File: config.mk
export PLATFORM = sky130hd
export DESIGN_NAME = second_digit_ctrl
export DESIGN_NICKNAME = d
export VERILOG_FILES = /design/src/rtl/second_digit_pkg.sv /design/src/rtl/second_digit_ctrl_seg7_decode.sv /design/src/rtl/second_digit_ctrl.sv
export SDC_FILE = /design/constraint.sdc
export NUM_CORES = 1
export LEC_CHECK = 0
export ABC_AREA = 1
export BUFFER_PORTS_ARGS = -buffer_cell sky130_fd_sc_hd__buf_4
export CAP_MARGIN = 20
export CORE_MARGIN = 5
export CORE_UTILIZATION = 45
export DETAILED_ROUTE_END_ITERATION = 10
export HOLD_SLACK_MARGIN = 0.12
export PLACE_DENSITY_LB_ADDON = 0.1
export SLEW_MARGIN = 10
export SYNTH_ARGS = -nofsm -noshare
export SYNTH_HDL_FRONTEND = slang
export SYNTH_SLANG_ARGS = --single-unit
File: constraint.sdc
create_clock -name clk -period 2.65 [get_ports clk]
set_clock_uncertainty 0.05 [all_clocks]
set_input_delay 0.265 -clock clk [delete_from_list [all_inputs] [get_ports clk]]
set_output_delay 0.265 -clock clk [all_outputs]
set_load 0.01 [all_outputs]
File: src/rtl/second_digit_pkg.sv
// -----------------------------------------------------------------------------
// second_digit_pkg
// Shared definitions for the seconds-digit controller:
//   - state_e   : controller state encoding (IDLE=0, RUN=1, PAUSE=2)
//   - DIGIT_W   : width of the displayed digit
//   - SEG_TABLE : 16-entry active-high segment table, bit order {g,f,e,d,c,b,a}
//   - seg_lookup: digit -> segment pattern helper
// -----------------------------------------------------------------------------
package second_digit_pkg;

    localparam int DIGIT_W = 4;

    typedef enum logic [1:0] {
        IDLE  = 2'd0,
        RUN   = 2'd1,
        PAUSE = 2'd2
    } state_e;

    // Entry 0 is the rightmost element; hex digits A..F share the table.
    localparam logic [15:0][6:0] SEG_TABLE = {
        7'h71, 7'h79, 7'h5E, 7'h39, 7'h7C, 7'h77,                 // F..A
        7'h6F, 7'h7F, 7'h07, 7'h7D, 7'h6D, 7'h66, 7'h4F, 7'h5B,   // 9..2
        7'h06, 7'h3F                                              // 1..0
    };

    function automatic logic [6:0] seg_lookup(input logic [DIGIT_W-1:0] digit);
        return SEG_TABLE[digit];
    endfunction

endpackage

File: src/rtl/second_digit_ctrl_seg7_decode.sv
// -----------------------------------------------------------------------------
// seg7_decode
// Combinational digit -> 7-segment decode.
// Ports:
//   digit  in  4 : digit value 0..15
//   seg    out 7 : active-high segments {g,f,e,d,c,b,a}
// -----------------------------------------------------------------------------
module seg7_decode
    import second_digit_pkg::*;
(
    input  logic [DIGIT_W-1:0] digit,
    output logic [6:0]         seg
);

    // Table lookup; every 4-bit value has a defined pattern.
    always_comb begin
        seg = seg_lookup(digit);
    end

endmodule

File: src/rtl/second_digit_ctrl.sv
// -----------------------------------------------------------------------------
// second_digit_ctrl
// Run/pause/clear controller for a one-digit seconds display. A prescaler
// divides clk by DIV = CLK_HZ/TICK_HZ; each tick advances the digit, which
// wraps after MAX_DIGIT. The digit is decoded to 7-segment drive.
//
// Optional feature: define DOWN_COUNT_EN to add dir_i (1 = count down,
// wrapping from 0 to MAX_DIGIT). Without it the block counts up only.
//
// Ports:
//   clk, reset      : clock, synchronous active-high reset
//   start_i         : enter RUN (from IDLE or PAUSE)
//   stop_i          : RUN -> PAUSE
//   clear_i         : digit/prescaler to 0, go IDLE (highest priority)
//   load_i          : digit <= min(load_val_i, MAX_DIGIT), prescaler <= 0
//   load_val_i [4]  : load value
//   dir_i           : count direction (only with DOWN_COUNT_EN)
//   tick_o          : one-cycle tick pulse
//   wrap_o          : one-cycle pulse on the tick that wraps the digit
//   digit_o [4]     : current digit
//   seg_o   [7]     : segments {g,f,e,d,c,b,a}, active high
//   state_o [2]     : IDLE=0, RUN=1, PAUSE=2
// -----------------------------------------------------------------------------
module second_digit_ctrl
    import second_digit_pkg::*;
#(
    parameter int CLK_HZ    = 10_000_000,
    parameter int TICK_HZ   = 1,
    parameter int MAX_DIGIT = 9
)
(
    input  logic               clk,
    input  logic               reset,
    input  logic               start_i,
    input  logic               stop_i,
    input  logic               clear_i,
    input  logic               load_i,
    input  logic [DIGIT_W-1:0] load_val_i,
`ifdef DOWN_COUNT_EN
    input  logic               dir_i,
`endif
    output logic               tick_o,
    output logic               wrap_o,
    output logic [DIGIT_W-1:0] digit_o,
    output logic [6:0]         seg_o,
    output logic [1:0]         state_o
);

    localparam int DIV = CLK_HZ / TICK_HZ;
    localparam int PW  = (DIV > 1) ? $clog2(DIV) : 1;
    localparam logic [PW-1:0]      PRESC_LAST = PW'(DIV - 1);
    localparam logic [DIGIT_W-1:0] DIGIT_LAST = DIGIT_W'(MAX_DIGIT);

    state_e               state_r;
    logic [PW-1:0]        presc_r;
    logic [DIGIT_W-1:0]   digit_r;

    logic                 down_s;
    logic                 at_last_s;
    logic                 tick_s;
    logic                 edge_s;
    logic [DIGIT_W-1:0]   digit_next_s;
    logic [DIGIT_W-1:0]   load_clamp_s;

    // Count direction: dir_i only matters on the tick edge, where it is used.
`ifdef DOWN_COUNT_EN
    always_comb begin
        down_s = dir_i;
    end
`else
    always_comb begin
        down_s = 1'b0;
    end
`endif

    // Tick decode: last prescaler count in RUN, suppressed by any command
    // that pre-empts counting on this edge (clear, load, stop).
    always_comb begin
        at_last_s = (state_r == RUN) && (presc_r == PRESC_LAST);
        tick_s    = at_last_s && !clear_i && !load_i && !stop_i;
    end

    // Next digit on a tick and whether that step wraps.
    always_comb begin
        if (down_s) begin
            edge_s = (digit_r == {DIGIT_W{1'b0}});
            if (edge_s) begin
                digit_next_s = DIGIT_LAST;
            end else begin
                digit_next_s = digit_r - DIGIT_W'(1);
            end
        end else begin
            edge_s = (digit_r >= DIGIT_LAST);
            if (edge_s) begin
                digit_next_s = {DIGIT_W{1'b0}};
            end else begin
                digit_next_s = digit_r + DIGIT_W'(1);
            end
        end
    end

    // Load value saturates at MAX_DIGIT.
    always_comb begin
        if (load_val_i > DIGIT_LAST) begin
            load_clamp_s = DIGIT_LAST;
        end else begin
            load_clamp_s = load_val_i;
        end
    end

    // Controller FSM with prescaler and digit register; priority
    // clear > load > stop > start.
    always_ff @(posedge clk) begin
        if (reset) begin
            state_r <= IDLE;
            presc_r <= PW'(0);
            digit_r <= {DIGIT_W{1'b0}};
        end else if (clear_i) begin
            state_r <= IDLE;
            presc_r <= PW'(0);
            digit_r <= {DIGIT_W{1'b0}};
        end else if (load_i) begin
            presc_r <= PW'(0);
            digit_r <= load_clamp_s;
        end else begin
            case (state_r)
                IDLE: begin
                    presc_r <= PW'(0);
                    if (start_i) begin
                        state_r <= RUN;
                    end
                end
                RUN: begin
                    if (stop_i) begin
                        // Prescaler holds so PAUSE resumes where it left off.
                        state_r <= PAUSE;
                    end else if (at_last_s) begin
                        presc_r <= PW'(0);
                        digit_r <= digit_next_s;
                    end else begin
                        presc_r <= presc_r + PW'(1);
                    end
                end
                PAUSE: begin
                    if (start_i) begin
                        state_r <= RUN;
                    end
                end
                default: begin
                    state_r <= IDLE;
                    presc_r <= PW'(0);
                end
            endcase
        end
    end

    // Output drive: pulses are decodes of the registered state.
    always_comb begin
        tick_o  = tick_s;
        wrap_o  = tick_s && edge_s;
        digit_o = digit_r;
        state_o = state_r;
    end

    seg7_decode u_seg7_decode (
        .digit (digit_r),
        .seg   (seg_o)
    );

endmodule
-- Word level (Yosys, flattened, before mapping)
Memories as Yosys holds them, arrays and structs flattened. A register that Yosys moved wholly into a read port is not among the register bits.
Index checks and enable logic that the tools add are counted.
- flip-flop bits (word level): 30
- memory bits (read-only): 112
- input port bits: 10
- logic and storage cells: 50
- memories: 1
- add/sub/neg operators: 2
- order comparisons: 3
- equal/unequal tests: 7
- muxes and demuxes: 15
- bitwise operators: 2
- reductions and logical operators: 17
- memory list (memory ; words ; width ; rd ports ; clocked after memory_dff ; write ports ; line ; source):
    (no name shown) ; 16 ; 7 ; 1 ; 1 ; 0 ; second_digit_pkg.sv:27 ; return SEG_TABLE[digit];
- operators by type and width (kind ; count):
    $mux 24 ; 2
    $pmux 24 s2 ; 1
    $mux 4 ; 8
    $add 24x1->24 const B ; 1
    $eq 24x24->1 const B ; 1
    $mux 7 ; 1
    $reduce_and 3->1 ; 2
    $logic_and 1x1->1 ; 5
    $lt 4x5->1 const B ; 1
    $add 4x1->4 const B ; 1
    $ge 4x4->1 const B ; 1
    $gt 4x4->1 const B ; 1
    $mux 2 ; 2
    $ne 2x1->1 const B ; 2
    $ne 2x2->1 const B ; 2
    $pmux 2 s2 ; 1
    $reduce_bool 2->1 ; 2
    $reduce_or 2->1 ; 2
    $logic_not 1->1 ; 3
    $reduce_or 3->1 ; 1
    $eq 2x1->1 const B ; 1
    $eq 2x2->1 const B ; 1
    $logic_not 2->1 ; 1
    $not 1->1 ; 2
    $reduce_and 2->1 ; 1

-- Longest topological paths before layout
Gate-level depths: netlist of run 1.
- depth after elaboration: 8
- depth in mapped cells: 16
- gate-level depth less buffers: 16

-- Hierarchy
A second synthesis of run 1 with hierarchy kept.
- cell total of the unflattened synthesis: 366
- area total of the unflattened synthesis: 2283.4 um^2
- modules (own cells, without submodules) (module ; instances ; cells each ; area each (um^2) ; sequential area each (um^2)):
    second_digit_ctrl ; 1 ; 314 ; 2013.2 ; 600.6
    seg7_decode ; 1 ; 52 ; 270.3 ; 0.0

-- Least setup slack after synthesis of run 1
No wires, ideal clock.
- path type: reg-to-reg
- start point: register presc_r[0]
- end point: register, netlist name seg_o[3]
- setup time: 114 ps
- arrival: 1912 ps
- slack: 574 ps
- stages on the path, launching flop included: 14
- period minus slack after synthesis: 2076 ps
- cells stage by stage: dfxtp_1 -> ha_1 -> nand3_1 -> nor2_2 -> nand4_4 -> nand2_4 -> nand2_1 -> nand2_1 -> nand2_1 -> inv_1 -> ha_1 -> nand4_1 -> nand3_1 -> nand2_1
- RTL lines (item ; line ; source):
    start: declaration ; second_digit_ctrl.sv:55 ; logic [PW-1:0] presc_r;
    start signal: assignment ; second_digit_ctrl.sv:141 ; presc_r <= presc_r + PW'(1);

==> impl_metrics.yaml, run 1 <==
sta:
  rsz0062_at_grt: "no"
  period_minus_slack_ns: 2.371
  hold_viol: 0
  fin_crit_sh: 0.8948
  tightestPinTransition_ns: 0.5844
  slew_viol_final: 0
  relSlewSlack: 0.6089
  setup_ws_ns: 0.2787
  max_freq_mhz: 421.7
  setup_viol: 0
  fin_tns_setup_ns: 0
layout:
  num_antenna_cells: 0
  synthToLayoutAreaGrowth_pct: 17.19
  multi_input_comb_area_mm2: 0.001384
  regArea_um2: 740.7
  final_nets: 382
  final_layout_size_suffix_gt1_frac: 0.1878
  design_area_mm2: 0.002730
  fillers: 535
  final_common_cell: "nand2_1"
  final_cells: 432
  layout_common_cells: "nand2_1, inv_1, dfxtp_1, nor2_1, buf_4"
floorplan:
  num_io_pins: 25
  core_mm2: 0.005075
  dieArea_mm2: 0.006716
  initial_core_util: 0.4591
  row_count: 26
  die_h_um: 81.95
  chipWidth_um: 81.95
worst_setup_path:
  reg2reg_from: "presc_r[0]"
  cpPeakStageDelay_ns: 0.38
  critical_path_arrival_ns: 2.51
  rr_worst_depth: 11
  cpMostUsedCell: "nand3_1"
  end_kind: "flop"
  crit_path_start_kind: "flop"
  cpMaxStageDelayCell: "dfxtp_1"
  critPathLaunch: "presc_r[0]"
  r2r_slack_ns: 0.28
  required_ns: 2.79
  worstPathMaxFanout: 7
  r2r_end: "seg_o[3]"
  crit_chain: "ha_1 -> nand3_1 -> nor2_2 -> nand4_4 -> nand3_1 -> nand3_1 -> inv_1 -> ha_1 -> nand4_1 -> nand3_1 -> nand2_1"
  critPathKind: "reg2reg"
status:
  status: "completed"
yosys:
  synth.area.top_cells: "dfxtp_1, nand2_1, inv_1"
  synth_area_mm2: 0.002330
  ys_types: 37
  synth_top_family_by_area: "simple AND/OR/NAND/NOR gates"
  synth_seq_cells: 37
  synth_mux_area_frac: 0
  synth_top_area_frac: 0.3179
  syn-num-nets: 352
  synthXorXnorAreaFrac: 0.003759
  synth_compound_gate_area_share: 0.1418
  synthCells: 331
  yosys.area_share.adder: 0.05908
  yosys_warnings: 0
  synth_top_cell_by_area: "dfxtp_1"
  synth-simple-area-share: 0.3894
  ys_seq_area_frac: 0.3179
  avgSynthCellArea_um2: 7.038
min_path:
  min-delay-start: "reset"
  hold_class: "in2reg"
  worstHoldPathCells: 4
  min_to: "state_o[1]"
clocking:
  cts_resized: 0
  clock-sinks: 37
  clockBufferDepth: 2
  cts_tree: "yes"
  cts_root_buf: "clkbuf_8"
  path_clk_slew_ns: 0.08
  clkLatencyLatePin_ns: 0.29
  cts_max_level: 2
  cts_buffers: 5
  cts_hold_buf: 0
  post_cts_buffers: 0
placed_design:
  placed_cells: 424
  routabilityCongestion: 0.8569
  hpwl_um: 4120
  placed_area_mm2: 0.002592
  place_ws_ns: 0.3113
  portBuffers: 24
power:
  ir_worst_vdd_mv: 0.2782
  power.density_mw_per_mm2: 477.2
  p_leak_nw: 1.086
detailed_routing:
  routed_wirelength_um: 5349
  post_drt_wl_per_cell_um: 12.38
  drc: 0
  num_vias: 2205
  routed_via_density: 5.104
  drt_iter0_drc: 120
  ant_nets: 0
  firstDrtPassIters: 4
flow_run:
  cap_violations: 0
global_route:
  grt-ovfl-total: 0
  antenna_found_initial: 0
  grt_pass1_wl_um: 9480
  grt_max_degree: 20
  grt_pass1_vias: 2195
  grt_use_total: 0.1779
-- flip-flops by register name, summed over array words and instances (netlist names) --
| name | count |
|---|---|
| digit_o | 4 |
| presc_r | 24 |
| seg_o | 7 |
| state_o | 2 |
-- power breakdown --
group | internal [mW] | switching (mW) | leakage (nW) | total (mW)
clock network | 0.379 | 0.214 | 0.0687 | 0.593
logic | 0.0544 | 0.0801 | 0.718 | 0.134
registers | 0.568 | 0.00677 | 0.300 | 0.575
-- cell usage after synthesis (all sizes together) --
| library cell | n |
|---|---|
| a211oi | 5 |
| a21oi | 22 |
| a221oi | 1 |
| a22oi | 1 |
| buf | 2 |
| clkbuf | 1 |
| dfxtp | 37 |
| ha | 11 |
| inv | 48 |
| nand2 | 78 |
| nand3 | 28 |
| nand3b | 2 |
| nand4 | 16 |
| nor2 | 40 |
| nor3 | 11 |
| nor3b | 1 |
| nor4 | 2 |
| o21a | 1 |
| o21ai | 20 |
| o21bai | 3 |
| xnor2 | 1 |
-- area by class of cell --
| type | count | area share |
|---|---|---|
| Clock buffer | 5 | 0.02521 |
| Clock inverter | 3 | 0.02521 |
| Inverter | 48 | 0.06783 |
| Multi-Input combinational cell | 243 | 0.5069 |
| Sequential cell | 37 | 0.2713 |
| Tap cell | 70 | 0.03208 |
| Timing Repair Buffer | 26 | 0.07149 |
-- per-layer routing --
metal / routed length (um) / vias up / GRT usage / part of all wire
met5: 0 / - / 0 / 0
li1: - / 1164 / - / -
met3: 146 / 7 / 0.03838 / 0.027
met4: 89 / 0 / 0.06645 / 0.017
met1: 2446 / 1008 / 0.2057 / 0.46
met2: 2666 / 26 / 0.3183 / 0.50
-- through the flow --
stage | hold slack (ns) | power (mW) | util
floorplan | 0.3940 | 0.6696 | -
global placement | 0.4274 | 0.7230 | 0.5108
detailed placement | 0.4348 | 0.7232 | 0.5108
CTS | 0.1778 | 1.323 | 0.5380
global route | 0.1947 | 1.370 | 0.5380
finish | 0.1903 | 1.303 | 0.5380
-- cells by family (layout without fill, tap and decap cells) --
logic type / Yosys count / in the layout
buffers and inverters: 51 / 82
XOR/XNOR: 1 / 1
AO/OA/AOI/OAI: 53 / 53
adder cells (fa/ha/maj): 11 / 11
AND/OR/NAND/NOR: 178 / 178
flip-flops: 37 / 37
-- worst max-delay path: cells and delay by family (launching register included) --
| kind | cells | cell delay (ns) |
|---|---|---|
| fa+ha+maj | 2 | 0.40 |
| simple gates | 8 | 1.24 |
| flops | 1 | 0.38 |
| buf+inv | 1 | 0.20 |
-- worst max-delay path by stage --
| stage | end | slack [ns] | cells past startpoint |
|---|---|---|---|
| 6_report | seg_o[3] | 0.28 | 11 |
| 2_1_floorplan | seg_o[3] | 0.57 | 13 |
| 5_1_grt | seg_o[5] | 0.07 | 11 |
| 3_5_place_dp | seg_o[3] | 0.31 | 11 |
| 3_3_place_gp | seg_o[3] | 0.40 | 11 |
| 4_1_cts | seg_o[3] | 0.30 | 11 |
Power figures use the tool's default switching activity.
==> inputs of run 2 (changes only) <==
RECOVER_POWER = 100   (was default)
SETUP_SLACK_MARGIN = 0.1   (was default)
==> run 2 against run 1 <==
Net effect:
- critical path depth unchanged
- largest cell class unchanged
- final cell count unchanged
- highest routed layer unchanged
- clock-buffer cell count did not move
- sequential cell count unchanged
- fmax is 0.28% higher
- die area did not move
- register-to-register slack about the same
- core utilization down 2.1 points
- clock power hardly changed
==> impl_metrics.yaml, run 2 (synthesis gave the netlist of run 1 again) <==
worst_setup_path:
  critical_path_arrival_ns: 2.51
  cpMaxStageDelayCell: "dfxtp_1"
  cpPeakStageDelay_ns: 0.37
  worstPathMaxFanout: 7
  cp_num_buf_inv: 1
  cpMostUsedCell: "nand3_1"
  required_ns: 2.79
  crit_path_start_kind: "flop"
  end_kind: "flop"
  crit_family: "simple AND/OR/NAND/NOR gates"
  critPathKind: "reg2reg"
  crit_chain: "ha_1 -> nand3_1 -> nor2_2 -> nand4_4 -> nand3_1 -> nand3_1 -> inv_1 -> ha_1 -> nand4_1 -> nand3_1 -> nand2_1"
global_route:
  antenna_found_initial: 0
  grt-ovfl-total: 0
  grt_max_degree: 20
  grt_use_total: 0.1779
  grt_pass1_vias: 2195
  grt_pass1_wl_um: 9480
sta:
  relSlewSlack: 0.4006
  tightestPinTransition_ns: 0.8992
  hold_viol: 0
  slew_viol_final: 0
  max_freq_mhz: 422.9
  setup_viol: 0
  fin_crit_sh: 0.8923
  rsz0062_at_grt: "no"
  period_minus_slack_ns: 2.365
  fin_tns_setup_ns: 0
detailed_routing:
  firstDrtPassIters: 4
  drt_iter0_drc: 85
  ant_nets: 0
  routed_via_density: 5.127
  wl_met3_um: 150
  post_drt_wl_per_cell_um: 12.36
  routed_wirelength_um: 5338
  highest_layer: "met4"
  met1_length_um: 2441
  num_vias: 2215
  drc: 0
  met2WireLength_um: 2639
clocking:
  cts_tree: "yes"
  cts_buffers: 5
  cts_root_buf: "clkbuf_8"
  cts_hold_buf: 0
  cts_resized: 0
  clkLatencyLatePin_ns: 0.29
  cts_max_level: 2
  post_cts_buffers: 0
  clock-sinks: 37
  clockBufferDepth: 2
  path_clk_slew_ns: 0.08
min_path:
  hold_class: "in2reg"
floorplan:
  die_h_um: 81.95
  chipWidth_um: 81.95
  core_mm2: 0.005075
  dieArea_mm2: 0.006716
  initial_core_util: 0.4591
  num_io_pins: 25
  row_count: 26
layout:
  finish.utilization: 0.5170
  final_common_cell: "nand2_1"
  final_cells: 432
  multi_input_comb_area_mm2: 0.001334
  regArea_um2: 740.7
  regMostFlops: "presc_r"
  layout_common_cells: "nand2_1, inv_1, dfxtp_1, nor2_1, nand3_1"
  fillers: 558
  final_nets: 382
  final_layout_size_suffix_gt1_frac: 0.1215
  synthToLayoutAreaGrowth_pct: 12.62
  num_antenna_cells: 0
  largest_register_ffs: 24
placed_design:
  placed_cells: 424
  hpwl_um: 4120
  routabilityCongestion: 0.8569
  portBuffers: 24
power:
  p_total_mw: 1.292
  power.density_mw_per_mm2: 492.5
  ir_worst_vdd_mv: 0.2771
  p_leak_nw: 1.028
flow_run:
  cap_violations: 0
status:
  status: "completed"
==> run 2: changes by cell type in the layout (fill, tap and decap cells not counted), sizes merged <==
cell and delta:
buf -15, clkbuf +15
==> run 2: metal layers <==
layer,GRT usage,vias to the layer above
met5,0,-
met4,0.06645,0
met3,0.03838,9
met2,0.3183,33
met1,0.2057,1012
li1,-,1161
==> run 2: power by group <==
| part | switching [mW] | internal, mW |
|---|---|---|
| Combinational | 0.0793 | 0.0440 |
| Clock | 0.216 | 0.379 |
| Sequential | 0.00590 | 0.568 |
| Total | 0.301 | 0.991 |
==> run 2: cell type report <==
| type | count | share of cell area |
|---|---|---|
| flip-flops and latches | 37 | 0.2823 |
| repair buffers | 26 | 0.05293 |
| multi-input cells | 243 | 0.5083 |
| inverters | 48 | 0.07058 |
| clock inverters | 3 | 0.02623 |
| well taps | 70 | 0.03338 |
| clock buffers | 5 | 0.02623 |
==> run 2: path summary, 6_finish.rpt <==
| path | start | end | slack, ns | cells after the start |
|---|---|---|---|---|
| setup / recovery | presc_r[0] | seg_o[3] | 0.29 | 11 |
| hold / removal | reset | state_o[1] | 0.19 | 4 |
| setup reg to reg | presc_r[0] | seg_o[3] | 0.29 | 11 |
| hold reg to reg | presc_r[1] | presc_r[1] | 0.45 | 2 |
==> run 2: metrics by stage <==
step | hold slack (ns) | instance area, um^2 | worst slack [ns]
after CTS | 0.1778 | 2730 | 0.3034
after floorplan | 0.3940 | 2330 | 0.5743
final | 0.1856 | 2624 | 0.2854
after global routing | 0.1947 | 2624 | 0.07901
after global placement | 0.4274 | 2592 | 0.4005
after detailed placement | 0.4348 | 2592 | 0.3113
==> run 2: worst register-to-register path, stage by stage, from the launching register on <==
cell	delay, ns
dfxtp_1	0.37
ha_1	0.20
nand3_1	0.14
nor2_2	0.20
nand4_4	0.21
nand3_1	0.13
nand3_1	0.26
inv_1	0.20
ha_1	0.20
nand4_1	0.15
nand3_1	0.11
nand2_1	0.05
